$ cat config.mk
export PLATFORM = sky130hd
export DESIGN_NAME = alu_op_sequencer_flat
export DESIGN_NICKNAME = d
export VERILOG_FILES = /design/src/rtl/alu_op_sequencer_pkg.sv /design/src/rtl/alu_op_sequencer_if.sv /design/src/rtl/alu_op_sequencer_decode.sv /design/src/rtl/alu_op_sequencer.sv /design/src/flat_wrapper.sv
export SDC_FILE = /design/constraint.sdc
export NUM_CORES = 1
export LEC_CHECK = 0
export BUFFER_PORTS_ARGS = -buffer_cell sky130_fd_sc_hd__buf_2
export CORE_MARGIN = 5
export CORE_UTILIZATION = 45
export DETAILED_ROUTE_END_ITERATION = 12
export GPL_TIMING_DRIVEN = 0
export HOLD_SLACK_MARGIN = 0.15
export PLACE_DENSITY = 0.73
export SYNTH_ARGS = -nofsm -noshare
export SYNTH_HDL_FRONTEND = slang
export SYNTH_SLANG_ARGS = --single-unit
$ cat constraint.sdc
create_clock -name Clock -period 3 [get_ports Clock]
set_input_delay 0.15 -clock Clock [delete_from_list [all_inputs] [get_ports Clock]]
set_output_delay 0.15 -clock Clock [all_outputs]
set_load 0.01 [all_outputs]
$ cat src/rtl/alu_op_sequencer_pkg.sv
// Shared types and constants for the ALU op sequencer.
//   state_t    : sequencer FSM states
//   alu_ctrl_t : ALU control vector {inv_a, inv_b, cin, or_en, fc}
//   op_class_t : op-class flags produced by the decoder
//   CTRL_*     : control vectors, OP_*: {alt,funct3} op codes
package alu_seq_pkg;

    typedef enum logic [1:0] {
        IDLE  = 2'd0,
        EXEC  = 2'd1,
        SHIFT = 2'd2,
        DONE  = 2'd3
    } state_t;

    typedef struct packed {
        logic inv_a;
        logic inv_b;
        logic cin;
        logic or_en;
        logic fc;
    } alu_ctrl_t;

    typedef struct packed {
        logic is_shift;
        logic is_slt;
        logic is_signed;
        logic is_left;
    } op_class_t;

    localparam alu_ctrl_t CTRL_ADD = 5'b00000;
    localparam alu_ctrl_t CTRL_SUB = 5'b01100;
    localparam alu_ctrl_t CTRL_AND = 5'b11011;
    localparam alu_ctrl_t CTRL_OR  = 5'b00010;
    localparam alu_ctrl_t CTRL_XOR = 5'b01001;

    localparam logic [3:0] OP_ADD  = 4'b0000;
    localparam logic [3:0] OP_SUB  = 4'b1000;
    localparam logic [3:0] OP_SLL  = 4'b0001;
    localparam logic [3:0] OP_SLT  = 4'b0010;
    localparam logic [3:0] OP_SLTU = 4'b0011;
    localparam logic [3:0] OP_XOR  = 4'b0100;
    localparam logic [3:0] OP_SRL  = 4'b0101;
    localparam logic [3:0] OP_SRA  = 4'b1101;
    localparam logic [3:0] OP_OR   = 4'b0110;
    localparam logic [3:0] OP_AND  = 4'b0111;

endpackage

$ cat src/rtl/alu_op_sequencer_if.sv
// Request/response and ALU-side signals of the op sequencer.
//   master : issue side + external ALU (drives requests, RspReady, ALU results)
//   slave  : the sequencer (drives ReqReady, response and ALU operands/control)
interface alu_op_sequencer_if #(
    parameter int unsigned Width = 32
);
    logic             ReqValid;
    logic             ReqReady;
    logic [3:0]       ReqOp;
    logic [Width-1:0] ReqA;
    logic [Width-1:0] ReqB;
    logic             Flush;
    logic             RspValid;
    logic             RspReady;
    logic [Width-1:0] RspData;
    logic [Width-1:0] AluInA;
    logic [Width-1:0] AluInB;
    logic             AluCarryIn;
    logic             AluOr;
    logic             AluFloodCarry;
    logic             AluInvertA;
    logic             AluInvertB;
    logic [Width-1:0] AluOutC;
    logic             AluCarryOut;

    modport master (
        output ReqValid, ReqOp, ReqA, ReqB, Flush, RspReady, AluOutC, AluCarryOut,
        input  ReqReady, RspValid, RspData, AluInA, AluInB,
               AluCarryIn, AluOr, AluFloodCarry, AluInvertA, AluInvertB
    );

    modport slave (
        input  ReqValid, ReqOp, ReqA, ReqB, Flush, RspReady, AluOutC, AluCarryOut,
        output ReqReady, RspValid, RspData, AluInA, AluInB,
               AluCarryIn, AluOr, AluFloodCarry, AluInvertA, AluInvertB
    );
endinterface

$ cat src/rtl/alu_op_sequencer_decode.sv
// Combinational op decoder: {alt,funct3} -> ALU control vector and op-class flags.
//   op_i     : {alt,funct3}
//   ctrl_c   : ALU control vector for the single-cycle path
//   cls_c    : shift / slt / signed / left-shift flags
module alu_op_decode
    import alu_seq_pkg::*;
(
    input  logic [3:0] op_i,
    output alu_ctrl_t  ctrl_c,
    output op_class_t  cls_c
);

    logic       alt;
    logic [2:0] funct3;

    assign alt    = op_i[3];
    assign funct3 = op_i[2:0];

    // alt only matters for funct3 000 (ADD/SUB) and 101 (SRL/SRA)
    always_comb begin
        ctrl_c = CTRL_ADD;
        cls_c  = '0;
        case (funct3)
            3'b000: ctrl_c = alt ? CTRL_SUB : CTRL_ADD;
            3'b001: begin
                cls_c.is_shift = 1'b1;
                cls_c.is_left  = 1'b1;
            end
            3'b010: begin
                ctrl_c           = CTRL_SUB;
                cls_c.is_slt     = 1'b1;
                cls_c.is_signed  = 1'b1;
            end
            3'b011: begin
                ctrl_c       = CTRL_SUB;
                cls_c.is_slt = 1'b1;
            end
            3'b100: ctrl_c = CTRL_XOR;
            3'b101: begin
                cls_c.is_shift  = 1'b1;
                cls_c.is_signed = alt;
            end
            3'b110: ctrl_c = CTRL_OR;
            3'b111: ctrl_c = CTRL_AND;
            default: ctrl_c = CTRL_ADD;
        endcase
    end

endmodule

$ cat src/rtl/alu_op_sequencer.sv
// Sequences the shared bit-sliced ALU for RV32EC OP/OP-IMM integer ops,
// returning one result per accepted request. Shifts run one bit per cycle.
//   Clock, Reset_n : clock (rising edge), asynchronous active-low reset
//   bus (slave)    : ReqValid/ReqReady/ReqOp/ReqA/ReqB request, Flush abort,
//                    RspValid/RspReady/RspData response, Alu* operands/control
//                    out, AluOutC/AluCarryOut from the external ALU
module alu_op_sequencer
    import alu_seq_pkg::*;
#(
    parameter int unsigned Width = 32
) (
    input  logic              Clock,
    input  logic              Reset_n,
    alu_op_sequencer_if.slave bus
);

    localparam int unsigned ShW = $clog2(Width);

    state_t           state_q, state_d;
    logic             ready_q, ready_d;
    logic             rsp_valid_q, rsp_valid_d;
    logic [Width-1:0] rsp_data_q, rsp_data_d;
    logic [Width-1:0] acc_q, acc_d;
    logic [ShW-1:0]   cnt_q, cnt_d;
    logic             b_msb_q, b_msb_d;
    op_class_t        cls_q, cls_d;
    logic [Width-1:0] alu_a_q, alu_a_d;
    logic [Width-1:0] alu_b_q, alu_b_d;
    alu_ctrl_t        alu_ctrl_q, alu_ctrl_d;

    alu_ctrl_t        dec_ctrl_c;
    op_class_t        dec_cls_c;
    logic [ShW-1:0]   shamt_c;
    logic [Width-1:0] acc_nxt_c;
    logic             slt_lt_c;
    logic [Width-1:0] exec_res_c;

    alu_op_decode u_dec (
        .op_i   (bus.ReqOp),
        .ctrl_c (dec_ctrl_c),
        .cls_c  (dec_cls_c)
    );

    assign shamt_c = bus.ReqB[ShW-1:0];

    // Left shift doubles via the ALU; right shifts are done locally
    assign acc_nxt_c = cls_q.is_left ? bus.AluOutC
                                     : {cls_q.is_signed & acc_q[Width-1], acc_q[Width-1:1]};

    // Signs differ: the negative operand is smaller; otherwise borrow of A-B decides
    assign slt_lt_c = (cls_q.is_signed && (acc_q[Width-1] != b_msb_q)) ? acc_q[Width-1]
                                                                      : ~bus.AluCarryOut;

    always_comb begin
        if (cls_q.is_slt)        exec_res_c = Width'(slt_lt_c);
        else if (cls_q.is_shift) exec_res_c = acc_q;
        else                     exec_res_c = bus.AluOutC;
    end

    // Next-state and registered-output logic; ALU drive is registered for the next state
    always_comb begin
        state_d     = state_q;
        ready_d     = ready_q;
        rsp_valid_d = rsp_valid_q;
        rsp_data_d  = rsp_data_q;
        acc_d       = acc_q;
        cnt_d       = cnt_q;
        b_msb_d     = b_msb_q;
        cls_d       = cls_q;
        alu_a_d     = '0;
        alu_b_d     = '0;
        alu_ctrl_d  = CTRL_ADD;

        case (state_q)
            IDLE: begin
                if (bus.ReqValid && ready_q) begin
                    ready_d = 1'b0;
                    acc_d   = bus.ReqA;
                    cnt_d   = shamt_c;
                    b_msb_d = bus.ReqB[Width-1];
                    cls_d   = dec_cls_c;
                    if (dec_cls_c.is_shift && (shamt_c != '0)) begin
                        state_d = SHIFT;
                        if (dec_cls_c.is_left) begin
                            alu_a_d = bus.ReqA;
                            alu_b_d = bus.ReqA;
                        end
                    end else begin
                        state_d    = EXEC;
                        alu_a_d    = bus.ReqA;
                        alu_b_d    = bus.ReqB;
                        alu_ctrl_d = dec_ctrl_c;
                    end
                end
            end
            EXEC: begin
                rsp_data_d  = exec_res_c;
                rsp_valid_d = 1'b1;
                state_d     = DONE;
            end
            SHIFT: begin
                acc_d = acc_nxt_c;
                cnt_d = cnt_q - ShW'(1);
                if (cnt_q == ShW'(1)) begin
                    rsp_data_d  = acc_nxt_c;
                    rsp_valid_d = 1'b1;
                    state_d     = DONE;
                end else if (cls_q.is_left) begin
                    alu_a_d = acc_nxt_c;
                    alu_b_d = acc_nxt_c;
                end
            end
            DONE: begin
                if (bus.RspReady) begin
                    rsp_valid_d = 1'b0;
                    ready_d     = 1'b1;
                    state_d     = IDLE;
                end
            end
            default: state_d = IDLE;
        endcase

        // Flush beats everything, including acceptance and RspReady
        if (bus.Flush) begin
            state_d     = IDLE;
            ready_d     = 1'b1;
            rsp_valid_d = 1'b0;
            alu_a_d     = '0;
            alu_b_d     = '0;
            alu_ctrl_d  = CTRL_ADD;
        end
    end

    always_ff @(posedge Clock or negedge Reset_n) begin
        if (!Reset_n) begin
            state_q     <= IDLE;
            ready_q     <= 1'b1;
            rsp_valid_q <= 1'b0;
            rsp_data_q  <= '0;
            acc_q       <= '0;
            cnt_q       <= '0;
            b_msb_q     <= 1'b0;
            cls_q       <= '0;
            alu_a_q     <= '0;
            alu_b_q     <= '0;
            alu_ctrl_q  <= CTRL_ADD;
        end else begin
            state_q     <= state_d;
            ready_q     <= ready_d;
            rsp_valid_q <= rsp_valid_d;
            rsp_data_q  <= rsp_data_d;
            acc_q       <= acc_d;
            cnt_q       <= cnt_d;
            b_msb_q     <= b_msb_d;
            cls_q       <= cls_d;
            alu_a_q     <= alu_a_d;
            alu_b_q     <= alu_b_d;
            alu_ctrl_q  <= alu_ctrl_d;
        end
    end

    assign bus.ReqReady      = ready_q;
    assign bus.RspValid      = rsp_valid_q;
    assign bus.RspData       = rsp_data_q;
    assign bus.AluInA        = alu_a_q;
    assign bus.AluInB        = alu_b_q;
    assign bus.AluInvertA    = alu_ctrl_q.inv_a;
    assign bus.AluInvertB    = alu_ctrl_q.inv_b;
    assign bus.AluCarryIn    = alu_ctrl_q.cin;
    assign bus.AluOr         = alu_ctrl_q.or_en;
    assign bus.AluFloodCarry = alu_ctrl_q.fc;

endmodule

$ cat src/flat_wrapper.sv
// flat-port wrapper written by rule: the top's interface ports become plain ports
module alu_op_sequencer_flat import alu_seq_pkg::*;
#(
    parameter int unsigned Width = 32
)
  (Clock, Reset_n, bus_ReqValid, bus_ReqOp, bus_ReqA, bus_ReqB, bus_Flush, bus_RspReady, bus_AluOutC, bus_AluCarryOut, bus_ReqReady, bus_RspValid, bus_RspData, bus_AluInA, bus_AluInB, bus_AluCarryIn, bus_AluOr, bus_AluFloodCarry, bus_AluInvertA, bus_AluInvertB);
  alu_op_sequencer_if #(.Width(Width)) bus_i ();
  input  logic Clock;
  input  logic Reset_n;
  input wire logic [$bits(bus_i.ReqValid)-1:0] bus_ReqValid;
  input wire logic [$bits(bus_i.ReqOp)-1:0] bus_ReqOp;
  input wire logic [$bits(bus_i.ReqA)-1:0] bus_ReqA;
  input wire logic [$bits(bus_i.ReqB)-1:0] bus_ReqB;
  input wire logic [$bits(bus_i.Flush)-1:0] bus_Flush;
  input wire logic [$bits(bus_i.RspReady)-1:0] bus_RspReady;
  input wire logic [$bits(bus_i.AluOutC)-1:0] bus_AluOutC;
  input wire logic [$bits(bus_i.AluCarryOut)-1:0] bus_AluCarryOut;
  output wire logic [$bits(bus_i.ReqReady)-1:0] bus_ReqReady;
  output wire logic [$bits(bus_i.RspValid)-1:0] bus_RspValid;
  output wire logic [$bits(bus_i.RspData)-1:0] bus_RspData;
  output wire logic [$bits(bus_i.AluInA)-1:0] bus_AluInA;
  output wire logic [$bits(bus_i.AluInB)-1:0] bus_AluInB;
  output wire logic [$bits(bus_i.AluCarryIn)-1:0] bus_AluCarryIn;
  output wire logic [$bits(bus_i.AluOr)-1:0] bus_AluOr;
  output wire logic [$bits(bus_i.AluFloodCarry)-1:0] bus_AluFloodCarry;
  output wire logic [$bits(bus_i.AluInvertA)-1:0] bus_AluInvertA;
  output wire logic [$bits(bus_i.AluInvertB)-1:0] bus_AluInvertB;
  assign bus_i.ReqValid = bus_ReqValid;
  assign bus_i.ReqOp = bus_ReqOp;
  assign bus_i.ReqA = bus_ReqA;
  assign bus_i.ReqB = bus_ReqB;
  assign bus_i.Flush = bus_Flush;
  assign bus_i.RspReady = bus_RspReady;
  assign bus_i.AluOutC = bus_AluOutC;
  assign bus_i.AluCarryOut = bus_AluCarryOut;
  assign bus_ReqReady = bus_i.ReqReady;
  assign bus_RspValid = bus_i.RspValid;
  assign bus_RspData = bus_i.RspData;
  assign bus_AluInA = bus_i.AluInA;
  assign bus_AluInB = bus_i.AluInB;
  assign bus_AluCarryIn = bus_i.AluCarryIn;
  assign bus_AluOr = bus_i.AluOr;
  assign bus_AluFloodCarry = bus_i.AluFloodCarry;
  assign bus_AluInvertA = bus_i.AluInvertA;
  assign bus_AluInvertB = bus_i.AluInvertB;
  alu_op_sequencer #(.Width(Width)) u_core (.Clock(Clock), .Reset_n(Reset_n), .bus(bus_i));
endmodule
==> reports/qor.yml, run 1 <==
via_per_inst: 5.33
synth_area_sq_um: 7140
worst_path_largest_cell_delay_ns: 0.56
arrival_ns: 3.20
path_class: "flip-flop to flip-flop"
cp_max_fo: 10
fin_nets: 1162
vias: 6819
drive_gt1_frac: 0.288
grt_overflow: 0
route.detailed.drc: 0
critPathTopFamily: "buffers and inverters"
synth_cell_types: 47
ys_async_sr_fraction: 1.00
outcome: "finished clean"
port_buffers: 208
grt_usage: 0.261
peakVddDrop_mv: 0.448
cts_tree: "done"
rsz0062_at_grt: "no"
path_buf_inv: 3
drt_wl_total_um: 24000
dp_hpwl_um: 15000
setup_viol: 0
relSlewSlack: 0.461
synth_ff_type: "dfrtp_1"
cp_slowest_cell: "dlygate4sd3_1"
critical_path.reg2reg.endpoint: "u_core.bus.AluInA[20]"
timing.final.max_slew_violations: 0
clkSinkCount: 147
area_growth_pct: 46.8
worst_pin_slew_ns: 0.808
finClkSkew_ns: 0.0104
min_from: "bus_AluCarryOut"
critPathCaptureType: "flip-flop"
synth_edf_count: 0
ff2ff_setup_slack_ns: 0.15
yosysSeqAreaShare: 0.516
die_height_um: 136
timing.hold.ws_ns: 0.163
fillers: 1207
critPathLaunchType: "flip-flop"
regArea_sq_um: 3680
r2r_start: "u_core.state_q[0]"
cts_buffers: 17
reg2reg_depth: 7
drt_iter0_markers: 429
first_pass_iters: 5
path_clk_slew_ns: 0.06
syn_nets: 799
min_to: "u_core.bus.RspData[0]"
min_period_ns: 2.85
netlist_instances: 687
placed_area_sq_um: 8480
clock_latency_ns: 0.42
multi_input_area_sq_um: 3200
finalCritPeriodShare: 0.949
crit_required_ns: 3.35
drt-wirelength-per-cell_um: 18.8
ys_ff_latch: 147
clk_path_buf_depth: 2
leakagePower_nw: 5.32
final_util: 0.667
crit_chain: "inv_1 > ha_1 > nand4b_1 > a21oi_1 > buf_2 > a21o_1 > dlygate4sd3_1"
report.power.total_mw: 9.18
grt_max_degree: 77
rows: 46
hold_path_depth: 4
post-cts-setup-buffers: 0
stdcell_count: 1280
htreeDepth: 4
final_cell_mix: "buf_2, dfrtp_1, dlygate4sd3_1"
grt_pass1_vias: 7201
start_util: 0.454
die_w_um: 136
post-route-cell-area_sq_um: 10500
routabilityCongestion: 0.805
syn_area_per_cell_sq_um: 10.4
ios: 209
grt_pass1_wl_um: 37600
core_sq_um: 15700
fmax_mhz: 351
antenna_left: 0
root_buffer: "clkbuf_16"
ys_warn_count: 0
final_common_cell: "buf_2"
die_area_sq_um: 18500
p_per_area_nw_per_um2: 876
grt_antenna_before_repair: 0
hp-class: "input pin to flip-flop"
hold_viol: 0
maxCapViolations: 0
dp.cells: 1112
==> sequential cells by signal, indices dropped and copies added (netlist names), 2 cells and up <==
| signal | flops |
|---|---|
| u_core.bus.AluInB | 32 |
| u_core.bus.RspData | 32 |
| u_core.cnt_q | 5 |
| u_core.acc_q | 32 |
| u_core.bus.AluInA | 32 |
| u_core.state_q | 2 |
| u_core.cls_q | 4 |
==> synth_stat cells, drive strengths merged (2+ instances only) <==
cell type | n | area share
ha | 6 | 0.011
a2111oi | 2 | 0.0033
and2 | 27 | 0.027
dfrtp | 146 | 0.51
buf | 21 | 0.016
inv | 14 | 0.0074
a221o | 26 | 0.036
a21o | 26 | 0.027
nor2 | 77 | 0.040
mux2 | 31 | 0.049
o21ai | 43 | 0.031
mux2i | 64 | 0.090
o22ai | 3 | 0.0026
nor2b | 2 | 0.0018
nand3 | 2 | 0.0014
a21oi | 74 | 0.052
a22o | 6 | 0.0074
nor3 | 3 | 0.0021
nand2 | 53 | 0.028
clkbuf | 27 | 0.014
o211ai | 2 | 0.0021
nand2b | 5 | 0.0044
a21boi | 2 | 0.0021
a222oi | 6 | 0.0084
a31oi | 3 | 0.0026
==> kinds of logic after synthesis <==
logic type,Yosys count,synth area share
buffers and inverters,63,0.0386
adder cells (fa/ha/maj),6,0.0105
AND/OR/NAND/NOR,177,0.115
multiplexers,95,0.139
flip-flops,147,0.516
AO/OA/AOI/OAI,199,0.182
==> layer usage <==
layer | up-vias | share of wire | global-route usage
met5 | - | 0 | 0
met2 | 273 | 0.51 | 0.461
met3 | 49 | 0.063 | 0.0603
met4 | 0 | 0.023 | 0.0890
met1 | 3328 | 0.41 | 0.313
li1 | 3169 | - | -
==> power breakdown <==
group,switching [mW],internal (mW)
clock,0.822,1.41
combinational,2.29,1.65
sequential,0.381,2.61
total,3.50,5.68
==> worst max-delay path by stage <==
| stage | start | endpoint | depth (start not counted) |
|---|---|---|---|
| 2_1_floorplan | u_core.cnt_q[1] | u_core.bus.AluInB[12] | 8 |
| 3_3_place_gp | Reset_n | u_core.bus.AluInA[15] | 1 |
| 3_5_place_dp | u_core.state_q[0] | u_core.bus.AluInB[18] | 6 |
| 4_1_cts | u_core.state_q[0] | u_core.bus.AluInB[18] | 6 |
| 5_1_grt | u_core.state_q[0] | u_core.bus.AluInA[3] | 7 |
| 6_report | u_core.state_q[0] | u_core.bus.AluInA[20] | 7 |
==> through the flow <==
| step | setup slack [ns] | setup TNS, ns |
|---|---|---|
| 2_1_floorplan | 1.02 | 0 |
| 3_3_place_gp | -0.399 | -56.41 |
| 3_5_place_dp | 0.0882 | 0 |
| 4_1_cts | 0.0720 | 0 |
| 5_1_grt | 0.0276 | 0 |
| 6_report | 0.154 | 0 |
==> worst min-delay path, cell delays in order <==
cell and delay (ns):
buf_2 0.09, a21oi_1 0.04, o211ai_1 0.17, a31oi_1 0.10
==> area by class of cell <==
cell class                      instances  share of cell area
Tap cell                              216              0.0258
Clock buffer                           23              0.0475
Inverter                               15             0.00537
Clock inverter                          9              0.0119
Sequential cell                       147               0.351
Timing Repair Buffer                  344               0.232
Multi-Input combinational cell        477               0.306
Buffer                                 48              0.0209
Antenna cell                            1            0.000239
==> timing repair <==
action | 4_1_cts | 5_1_grt
endpoints found under the hold margin | 182 | 0
gates resized for setup | 0 | 2
endpoints found under the setup margin | 0 | 10
hold buffers | 135 | 0
Note: power is estimated with default switching activity, not from simulation.
==> run 2: changes to the inputs <==
clock period = 3.5 ns   (was 3 ns; I/O delays follow)
==> run 2 against run 1 <==
Compared with the run above: non-clock buffer count stayed put; wire length fell by 1.2%; via count decreased by 0.45%; die area stayed put; clock skew is 0.0017 ns lower; register-to-register slack gained 0.09 ns; critical path depth is 1 higher; final area about the same.
==> reports/qor.yml, run 2 (synthesis results as in run 1) <==
outcome: "finished clean"
min_period_ns: 3.27
port_buffers: 208  # unchanged
reg2reg_depth: 7  # unchanged
hold_viol: 0  # unchanged
core_sq_um: 15700  # unchanged
crit_chain: "dlygate4sd3_1 > buf_2 > nor4_1 > a21oi_1 > nor2_1 > buf_2 > a221o_1 > dlygate4sd3_1"
leakagePower_nw: 5.37  # +0.98%
final_common_cell: "buf_2"
critPathLaunchType: "input pin"
die_height_um: 136  # unchanged
cts_tree: "done"
r2r_start: "u_core.state_q[0]"
rsz0062_at_grt: "no"
drt-wirelength-per-cell_um: 18.5  # -1.2%
timing.final.max_slew_violations: 0  # unchanged
critPathCaptureType: "flip-flop"
finClkSkew_ns: 0.00874  # -0.00167 ns
critical_path.reg2reg.endpoint: "u_core.bus.AluInB[24]"
cp_slowest_cell: "nor2_1"
fin_nets: 1162  # unchanged
clk_path_buf_depth: 2  # unchanged
antenna_left: 0  # unchanged
peakVddDrop_mv: 0.379  # -15%
ff2ff_setup_slack_ns: 0.24  # +0.09 ns
via_per_inst: 5.30  # -0.45%
start_util: 0.454  # unchanged
area_growth_pct: 46.7  # about the same
clock_latency_ns: 0.42  # about the same
die_w_um: 136  # unchanged
p_per_area_nw_per_um2: 754  # -14%
final_cell_mix: "buf_2, dfrtp_1, dlygate4sd3_1"
routabilityCongestion: 0.805  # unchanged
path_clk_slew_ns: 0.06  # about the same
path_buf_inv: 4  # +1
arrival_ns: 3.62  # +0.42 ns
critPathLaunch: "bus_ReqB[1]"
setup_viol: 0  # unchanged
fillers: 1201  # -0.50%
grt_usage: 0.257  # -0.00325
first_pass_iters: 5  # unchanged
fmax_mhz: 306
relSlewSlack: 0.419  # -0.0422
cp_max_fo: 10  # unchanged
grt_pass1_vias: 7100  # -1.4%
htreeDepth: 4  # unchanged
grt_overflow: 0  # unchanged
root_buffer: "clkbuf_16"
min_from: "bus_AluCarryOut"
dp_hpwl_um: 15000  # unchanged
ios: 209  # unchanged
min_to: "u_core.bus.RspData[0]"
grt_antenna_before_repair: 0  # unchanged
drive_gt1_frac: 0.287  # -0.000941
crit_required_ns: 3.85  # +0.50 ns
final_util: 0.667  # about the same
worst_pin_slew_ns: 0.868  # +0.0601 ns
maxCapViolations: 0  # unchanged
critPathTopFamily: "buffers and inverters"
grt_max_degree: 77  # unchanged
drt_iter0_markers: 454  # +5.8%
route.detailed.drc: 0  # unchanged
hp-class: "input pin to flip-flop"
vias: 6788  # -0.45%
tns_ns: 0  # unchanged
drt_wl_total_um: 23700  # -1.2%
worst_path_largest_cell_delay_ns: 0.72  # +0.16 ns
clkSinkCount: 147  # unchanged
cts_buffers: 17  # unchanged
worst-path-stages: 8  # +1
rows: 46  # unchanged
die_area_sq_um: 18500  # unchanged
finalCritPeriodShare: 0.933
grt_pass1_wl_um: 37100  # -1.5%
path_class: "input pin to flip-flop"
post-cts-setup-buffers: 0  # unchanged
hold_path_depth: 4  # unchanged
[run 2: power by group]
group	switching, mW	internal [mW]
logic	1.97	1.45
clock network	0.709	1.21
registers	0.325	2.24
total	3.00	4.90
[run 2: timing repair]
| item | in CTS | in global routing |
|---|---|---|
| hold buffers | 135 | 0 |
| setup endpoints to repair | 0 | 18 |
| endpoints found under the hold margin | 179 | 0 |
| resized for setup | 0 | 1 |
[run 2: metal layers]
| metal | vias to the layer above | routed length (um) | global-route usage |
|---|---|---|---|
| met5 | - | 0 | 0 |
| met4 | 0 | 435 | 0.0739 |
| met3 | 38 | 1510 | 0.0563 |
| met2 | 270 | 12100 | 0.460 |
| met1 | 3306 | 9680 | 0.313 |
| li1 | 3174 | - | - |
[run 2: area by class of cell]
type | instances | area [sq um] | area share
Sequential cell | 147 | 3680 | 0.351
Multi-Input combinational cell | 477 | 3200 | 0.305
Timing Repair Buffer | 344 | 2430 | 0.232
Clock buffer | 23 | 498 | 0.0476
Tap cell | 216 | 270 | 0.0258
Buffer | 48 | 219 | 0.0209
Clock inverter | 9 | 125 | 0.0119
Inverter | 15 | 56.3 | 0.00538
Antenna cell | 1 | 2.50 | 0.000239
[run 2: worst register-to-register path, stage by stage (launching register included)]
cell           delay [ns]
dfrtp_1              0.40
inv_1                0.11
ha_1                 0.29
nand4b_1             0.33
a2111oi_4            0.73
clkbuf_1             0.51
a221o_1              0.27
dlygate4sd3_1        0.57
[run 2: worst max-delay path by stage]
stage                                 end  slack, ns
global route        u_core.bus.AluInB[24]       0.09
floorplan           u_core.bus.AluInB[12]       1.52
finish              u_core.bus.AluInB[24]       0.23
CTS                 u_core.bus.AluInB[18]       0.04
detailed placement  u_core.bus.AluInB[18]       0.59
global placement    u_core.bus.AluInA[15]       0.08
[run 2: stage by stage]
step           cell area [sq um]  worst slack [ns]  power (mW)  hold slack (ns)  instances
2_1_floorplan               7140              1.52        4.69           -0.121        687
3_3_place_gp                8450            0.0765        5.69            0.406       1111
3_5_place_dp                8480             0.588        5.77            0.242       1112
4_1_cts                    10500            0.0395        7.91            0.176       1279
5_1_grt                    10500            0.0900        8.42            0.200       1279
6_report                   10500             0.234        7.90            0.196       1280
==> run 3: changes to the inputs <==
PLACE_DENSITY = default   (was 0.73)
PLACE_DENSITY_LB_ADDON = 0.1   (was default)
==> run 3 against run 2 <==
Compared with the run above: global-route usage down 0.15 points; non-clock buffer count fell by 1; clock power decreased by 10%; critical path depth did not move; critical endpoint is now u_core.bus.AluInB[12]; largest power group unchanged; highest routed layer is now met5.
==> reports/qor.yml, run 3 (synthesis results as in run 1) <==
crit_chain: "dlygate4sd3_1 > buf_2 > nor4_1 > a21oi_1 > nor2_1 > buf_2 > a221o_1 > dlygate4sd3_1"
worst_pin_slew_ns: 0.837  # -0.0307 ns
final_common_cell: "buf_2"
tns_ns: 0  # unchanged
die_height_um: 136  # unchanged
root_buffer: "clkbuf_16"
cp_slowest_cell: "nor2_1"
worst_path_largest_cell_delay_ns: 0.70  # -0.02 ns
grt_pass1_vias: 7174  # +1.0%
p_per_area_nw_per_um2: 741  # -1.8%
die_w_um: 136  # unchanged
grt_max_degree: 80  # +3.9%
start_util: 0.454  # unchanged
via_per_inst: 5.31  # about the same
drt-wirelength-per-cell_um: 18.5  # -0.17%
path_buf_inv: 4  # unchanged
cts_buffers: 17  # unchanged
die_area_sq_um: 18500  # unchanged
ios: 209  # unchanged
grt_usage: 0.256  # -0.00153
cts_tree: "done"
antenna_left: 0  # unchanged
cp_max_fo: 10  # unchanged
routabilityCongestion: 0.839  # +4.3%
vias: 6778  # -0.15%
outcome: "finished clean"
dp_hpwl_um: 15600  # +4.2%
core_sq_um: 15700  # unchanged
path_clk_slew_ns: 0.06  # about the same
area_growth_pct: 45.5
grt_overflow: 0  # unchanged
final_cell_mix: "buf_2, dfrtp_1, dlygate4sd3_1"
port_buffers: 208  # unchanged
drt_wl_total_um: 23600  # -0.40%
drt_iter0_markers: 410  # -9.7%
stdcell_count: 1277  # -0.23%
post-cts-setup-buffers: 0  # unchanged
hold_path_depth: 3  # -1
clock_latency_ns: 0.43  # about the same
min_period_ns: 3.29  # +0.0197 ns
timing.final.max_slew_violations: 0  # unchanged
critPathTopFamily: "buffers and inverters"
peakVddDrop_mv: 0.432  # +14%
path_class: "input pin to flip-flop"
critPathCaptureType: "flip-flop"
route.detailed.drc: 0  # unchanged
crit_required_ns: 3.86  # about the same
leakagePower_nw: 5.31  # -1.2%
rows: 46  # unchanged
drive_gt1_frac: 0.283  # -0.00417
worst-path-stages: 8  # unchanged
grt_pass1_wl_um: 36800  # -0.82%
finClkSkew_ns: 0.00808  # -0.000665 ns
reg2reg_depth: 7  # unchanged
hold_viol: 0  # unchanged
setup_viol: 0  # unchanged
grt_antenna_before_repair: 1  # +1
dp.cells: 1112  # unchanged
hp-class: "input pin to flip-flop"
finalCritPeriodShare: 0.939  # +0.00564
maxCapViolations: 0  # unchanged
relSlewSlack: 0.440  # +0.0205
fin_nets: 1161  # -0.086%
fmax_mhz: 304  # -0.60%
clkSinkCount: 147  # unchanged
rsz0062_at_grt: "no"
first_pass_iters: 5  # unchanged
critPathLaunchType: "input pin"
antennaDiodeCount: 0  # -1
arrival_ns: 3.65  # +0.03 ns
clk_path_buf_depth: 2  # unchanged
htreeDepth: 4  # unchanged
-- run 3: cell count changes in the layout (fill, tap and decap cells not counted) --
cell / before / now
bufinv_16: 3 / 1
diode_2: 1 / 0
clkinvlp_4: 2 / 0
clkbuf_8: 5 / 4
clkbuf_1: 28 / 32
dlygate4sd3_1: 135 / 134
-- run 3: final cells by class --
cell class,instances,area (sq um)
multi-input combinational,477,3200
sequential,147,3680
fill,1234,5330
tap,216,270
inverter,15,56.3
clock inverter,5,50.0
buffer,48,219
clock buffer,26,499
timing repair buffer,343,2420
-- run 3: worst paths after layout --
check | startpoint | endpoint | slack [ns]
max | bus_ReqB[1] | u_core.bus.AluInB[12] | 0.21
min | bus_ReqB[3] | u_core.cnt_q[3] | 0.19
max reg2reg | u_core.state_q[0] | u_core.bus.AluInB[12] | 0.37
min reg2reg | u_core.acc_q[0] | u_core.acc_q[0] | 0.49
max in group asynchronous | Reset_n | u_core.acc_q[29] | 2.33
min in group asynchronous | Reset_n | u_core.bus.AluInB[5] | 0.34
-- run 3: tightest hold or removal path, cell delays in order --
cell	delay, ns
buf_2	0.14
o22ai_1	0.17
a21oi_1	0.09
-- run 3: repair_timing --
| item | 4_1_cts | 5_1_grt |
|---|---|---|
| setup endpoints to repair | 0 | 6 |
| hold buffers | 134 | 0 |
| hold endpoints to repair | 173 | 0 |
| resized for setup | 0 | 1 |
-- run 3: per-stage QoR --
step                      hold slack, ns  power (mW)  worst slack [ns]  instance area [sq um]   util
after global placement             0.409        5.67            0.0992                   8450  0.538
after floorplan                   -0.121        4.69              1.52                   7140      -
after global routing               0.209        8.20             0.103                  10400  0.661
after CTS                          0.173        7.69            0.0799                  10400  0.660
final                              0.195        7.70             0.214                  10400  0.661
after detailed placement           0.229        5.78             0.546                   8480  0.540
-- run 3: power breakdown --
group	switching, mW	internal [mW]	total (mW)	leakage (nW)
sequential	0.316	2.24	2.55	1.87
combinational	1.98	1.44	3.42	3.16
clock	0.678	1.04	1.72	0.274
-- run 3: layer usage --
metal  up-vias  global-route usage  part of all wire
li1       3172                   -                 -
met1      3319               0.312              0.41
met2       243               0.443              0.50
met3        42              0.0548             0.063
met4         2               0.101             0.021
met5         -                   0           0.00030
